**src/rtl/frame_serializer.sv**
```systemverilog
// frame_serializer: double-buffered parallel-to-serial shifter with ready/valid load,
// per-frame bit order and programmable frame length.
module frame_serializer #(
    parameter int bus_width = 8,
    parameter int cnt_width = $clog2(bus_width + 1)
) (
    input  logic                 clk,
    input  logic                 rst,
    input  logic                 enable,
    input  logic                 data_valid,
    output logic                 data_ready,
    input  logic [bus_width-1:0] p_data,
    input  logic                 msb_first,
    input  logic [cnt_width-1:0] frame_len,
    output logic                 s_data,
    output logic                 busy,
    output logic                 frame_done
);
    localparam logic [cnt_width-1:0] full_len = cnt_width'(bus_width);

    typedef enum logic {IDLE, SHIFT} state_t;
    state_t state, state_nxt;

    logic                 hold_full, hold_msb;
    logic [bus_width-1:0] hold_data;
    logic [cnt_width-1:0] hold_len;
    logic [bus_width-1:0] shreg, aligned;
    logic                 sh_msb;
    logic [cnt_width-1:0] cnt, len_legal;
    logic                 accept, load, step, last;

    assign data_ready = !hold_full;
    assign busy       = state == SHIFT;
    assign accept     = data_valid && !hold_full;
    assign len_legal  = (frame_len == '0 || frame_len > full_len) ? full_len : frame_len;
    assign step       = state == SHIFT && enable;
    assign last       = step && cnt == cnt_width'(1);
    assign load       = hold_full && (state == IDLE || last);
    // MSB frames are left-aligned so the first bit always sits at the top of the shifter
    assign aligned    = hold_msb ? hold_data << (full_len - hold_len) : hold_data;

    always_comb begin
        state_nxt = state;
        if (load) state_nxt = SHIFT;
        else if (last) state_nxt = IDLE;
    end

    always_ff @(posedge clk or negedge rst) begin
        if (!rst) state <= IDLE;
        else state <= state_nxt;
    end

    always_ff @(posedge clk or negedge rst) begin
        if (!rst) begin
            hold_full  <= 1'b0;
            hold_msb   <= 1'b0;
            hold_data  <= '0;
            hold_len   <= '0;
            shreg      <= '0;
            sh_msb     <= 1'b0;
            cnt        <= '0;
            s_data     <= 1'b0;
            frame_done <= 1'b0;
        end else begin
            if (accept) begin
                hold_data <= p_data;
                hold_msb  <= msb_first;
                hold_len  <= len_legal;
            end
            if (load) hold_full <= 1'b0;
            else if (accept) hold_full <= 1'b1;
            frame_done <= last;
            if (step) s_data <= sh_msb ? shreg[bus_width-1] : shreg[0];
            if (load) begin
                shreg  <= aligned;
                sh_msb <= hold_msb;
                cnt    <= hold_len;
            end else if (step) begin
                shreg <= sh_msb ? shreg << 1 : shreg >> 1;
                cnt   <= cnt - cnt_width'(1);
            end
        end
    end
endmodule

```
**config.mk**
```make
export PLATFORM = sky130hd
export DESIGN_NAME = frame_serializer
export DESIGN_NICKNAME = d
export VERILOG_FILES = /design/src/rtl/frame_serializer.sv
export SDC_FILE = /design/constraint.sdc
export NUM_CORES = 1
export LEC_CHECK = 0
export BUFFER_PORTS_ARGS = -buffer_cell sky130_fd_sc_hd__buf_2
export CAP_MARGIN = 20
export CORE_MARGIN = 4
export CORE_UTILIZATION = 40
export CTS_CLUSTER_DIAMETER = 80
export DETAILED_ROUTE_END_ITERATION = 10
export PLACE_DENSITY_LB_ADDON = 0.15
export SKIP_CTS_REPAIR_TIMING = 1
export SYNTH_ARGS = -nofsm -noshare
export SYNTH_HDL_FRONTEND = slang
export SYNTH_SLANG_ARGS = --single-unit
```
**constraint.sdc**
```tcl
create_clock -name clk -period 2.7 [get_ports clk]
set_clock_uncertainty 0.15 [all_clocks]
set_input_delay 0.405 -clock clk [delete_from_list [all_inputs] [get_ports clk]]
set_output_delay 0.405 -clock clk [all_outputs]
set_load 0.02 [all_outputs]
```
==> impl_summary.txt <==
----------------------------------------------------
[Run status]
  Outcome ... completed

[Logic synthesis]
  Number of enable-type register cells in the synthesized netlist ... 0
  Cells after synthesis ... around 180
  Total of warnings raised by yosys ... 0
  Total nets after synthesis ... between 150 and 200
  Syn_area_per_cell ... 10.3 um^2
  Sequential share of the synthesized area ... approximately 40%
  Async set-reset flop share out of synthesis ... between 90% and 100%
  Synthesized flop and latch total ... 30
  Largest cells by area after synthesis ... dfrtp_1 41%, mux2_2 8.0%, mux2i_1 4.4%
  Primary flip-flop cell chosen by synthesis mapping ... dfrtp_1
  Netlist Area Pre-Place ... ~1800 um^2
  Top cell type by total area after synthesis ... dfrtp_1
  Netlist cell types ... 47
  Share of the synthesized area in the top cell type ... between 40% and 50%

[Routing]
  Post-detailed-route count of antenna-violating nets ... 0
  Pre-Repair DR Iteration Count ... 4
  Via count of the routed design ... around 1,400
  DRC errors left ... 0
  Post-detailed-route wirelength per cell ... approximately 16 um
  Iter 0 DRT Violations ... just under 90
  Total wire length after detailed routing ... approximately 3.9 mm
  Vias per inst ... 5.61

[GRT]
  Number of antenna violations at the first check in global routing ... 0
  Global-route wire length before repair ... slightly below 7 mm
  Via count of the first global-routing pass ... between 1,000 and 1,500
  Overall global routing resource usage ... 15.7%
  Pin count of the biggest net entering global routing ... 31
  Final global-route overflow total ... 0

[Critical path]
  Crit path max fanout ... 6
  Arrival time of data at the critical path endpoint ... around 2.1 ns
  Critical path class ... reg2reg
  Kind of launch point of the worst setup path ... register
  Highest cell delay on the worst timing path ... approximately 0.6 ns
  Crit end category ... register
  Number of cell instances on the worst register-to-register path ... 6
  Cell breakdown of the critical path ... inv_1, ha_1, xor2_2, mux4_1, nand4_1, nand3_1
  Buf+Inv Stages, Crit Path ... 1
  CP top delay family ... multiplexers
  WP data required ... about 2.7 ns
  CP max-delay cell ... mux4_1
  Crit path depth ... 6

[CTS]
  Clock Latency Late Sink ... around 0.27 ns
  Cell chosen for the clock root ... clkbuf_8
  Clock-pin transition on the worst setup and hold timing paths ... 0.06 ns
  TritonCTS clock tree ... done
  Number of levels the H-tree was split into ... 2
  Deepest clock path buffer count ... 2
  Inserted Clock Buffers ... 5
  Count of clock tree sinks ... 30

[Floorplanning]
  Initial standard-cell utilization of the core ... around two fifths
  Floorplan Core Area ... about 4400 um^2
  Cell row count ... 24
  Area of the die ... approximately 5700 um^2
  Width of the die ... 75.5 um
  Number of top-level pins ... 21
  Chip Height ... 75.5 um

[Placed design]
  Pre-CTS setup slack ... between 0.6 and 0.7 ns
  RePlAce Congestion ... roughly 0.90
  Placed cell count ... around 240
  Placed wire-length estimate ... slightly below 3 mm
  Port Buffer Count ... 20
  Placed Instance Area ... between 1500 and 2000 um^2

[Final layout]
  FILL cells ... between 400 and 500
  Share of cells above drive strength 1 ... roughly a quarter
  Number of inserted diodes ... 0
  Final design instance area without fill ... just over 2000 um^2
  Nets ... between 200 and 250
  Number of standard cells in the final layout excluding fillers ... 250
  Fraction of the core area covered by cells at the end of the flow ... 46.9%
  Synth-to-Final Area Change ... 12.9%

[Pwr]
  Power consumption ... 2.29 mW
  Switching part of the total ... between 30% and 40%
  P_leak ... 0.907 nW
  NetSw ... between 0.9 and 1 mW
  Power Dens Cells ... 1120 nW/um^2
  Gate power share ... between 40% and 50%
  Internal Pwr Total ... about 1.4 mW
  Largest voltage drop on the vdd net ... about 400 uV
  Clock Power Share ... around 15%
  Share of total power in sequential cells ... 38.1%

[Timing]
  Slew Limit Fails ... 0
  RSZ-0062 raised after global routing ... false
  Fin Hold WS ... roughly 0.013 ns
  Relative slew slack ... about 54%
  Worst setup slack after layout ... 0.609 ns
  Setup-failing EPs final ... 0
  Final-layout setup total negative slack ... 0 ns
  Final critical path time including I/O delays and setup ... between 2 and 2.5 ns
  Pin slew with the least headroom to its limit ... 0.685 ns
  Maximum frequency from static timing analysis ... approximately 480 MHz
  Total count of hold-check failures in the final report ... 0
  Share of the clock period used by the worst path ... between 70 and 80%

[Hold path]
  Type of the tightest min-delay check ... in2async

[Job]
  Number of maximum-capacitance constraint violations ... 0

----------------------------------------------------
worst paths after layout:
kind	from	end	slack [ns]
max in group asynchronous	rst	hold_data[1]	1.94
max	hold_len[1]	shreg[7]	0.61
min in group clk	msb_first	hold_msb	0.19
min reg2reg	s_data	s_data	0.33
min	rst	frame_done	0.01
max reg2reg	hold_len[1]	shreg[7]	0.61
final cells by class:
type,count,area (um^2),area share [%]
sequential,30,751,36.5
timing repair buffer,24,130,6.33
multi-input combinational,128,988,48.1
inverter,10,37.5,1.83
clock buffer,6,82.6,4.02
tap,52,65.1,3.17
Yosys cell counts (3+ instances only):
| cell | n |
|---|---|
| dfrtp_1 | 30 |
| o221ai_1 | 3 |
| a21oi_1 | 7 |
| nand3_1 | 3 |
| nand2_1 | 17 |
| nand4_1 | 3 |
| nor2_1 | 7 |
| inv_1 | 10 |
| mux4_1 | 3 |
| o211ai_1 | 4 |
| ha_1 | 3 |
| nand3b_1 | 5 |
| mux2i_1 | 8 |
| o21ai_0 | 15 |
| mux2_2 | 13 |
| nor2b_1 | 3 |
| buf_2 | 5 |
state kept, by name, summed over array words and instances, names as in the netlist:
signal      flops
shreg           8
hold_full       1
s_data          1
busy            1
hold_data       8
sh_msb          1
frame_done      1
hold_msb        1
hold_len        4
cnt             4
worst register-to-register path: cells and delay by family, from the launching register on:
| family | cells | cell delay, ns |
|---|---|---|
| XOR/XNOR | 1 | 0.30 |
| flip-flops | 1 | 0.41 |
| multiplexers | 1 | 0.59 |
| adder cells (fa/ha/maj) | 1 | 0.25 |
| AND/OR/NAND/NOR | 2 | 0.18 |
| buffers and inverters | 1 | 0.11 |
cells by family (layout without fill, tap and decap cells):
logic type	count (synthesis)	after routing	share of synthesized area, %
AND/OR/NAND/NOR	54	54	16.8
AO/OA/AOI/OAI	42	42	15.5
flip-flops	30	30	41.2
multiplexers	25	25	17.6
buffers and inverters	18	40	4.47
XOR/XNOR	4	4	2.34
adder cells (fa/ha/maj)	3	3	2.06
power by group through the flow:
stage	clock (mW)	combinational, mW	sequential (mW)
after floorplan	0	0.879	0.810
after global placement	0	1.06	0.881
after detailed placement	0	1.06	0.881
after CTS	0.367	1.07	0.874
after global routing	0.385	1.20	0.915
final	0.350	1.07	0.874
metal layers:
metal  routed length (um)  vias to the layer above  track usage (%)
met4                   74                        0             6.41
met1                 1870                      661             21.6
met5                    0                        -                0
li1                     -                      699                -
met3                  192                        6             3.69
met2                 1790                       36             23.9
placed cells by master, fill, tap and decap left out, types with 2 or more instances in the layout:
master | synthesis | routed
o221ai_1 | 3 | 3
a311o_1 | 2 | 2
inv_1 | 10 | 10
mux2_2 | 13 | 13
clkbuf_8 | 0 | 6
a21oi_1 | 7 | 7
a211oi_1 | 2 | 2
mux2i_1 | 8 | 8
o21ai_0 | 15 | 15
mux4_1 | 3 | 3
a22oi_1 | 2 | 2
dfrtp_1 | 30 | 30
nor3_1 | 2 | 2
nor2_1 | 7 | 7
nor4_1 | 2 | 2
o211ai_1 | 4 | 4
ha_1 | 3 | 3
nand3_1 | 3 | 3
nand2_1 | 17 | 17
nand3b_1 | 5 | 5
xnor2_1 | 2 | 2
nand4_1 | 3 | 3
buf_4 | 0 | 4
nor2b_1 | 3 | 3
buf_2 | 5 | 20
Note: power is estimated with default switching activity, not from simulation.
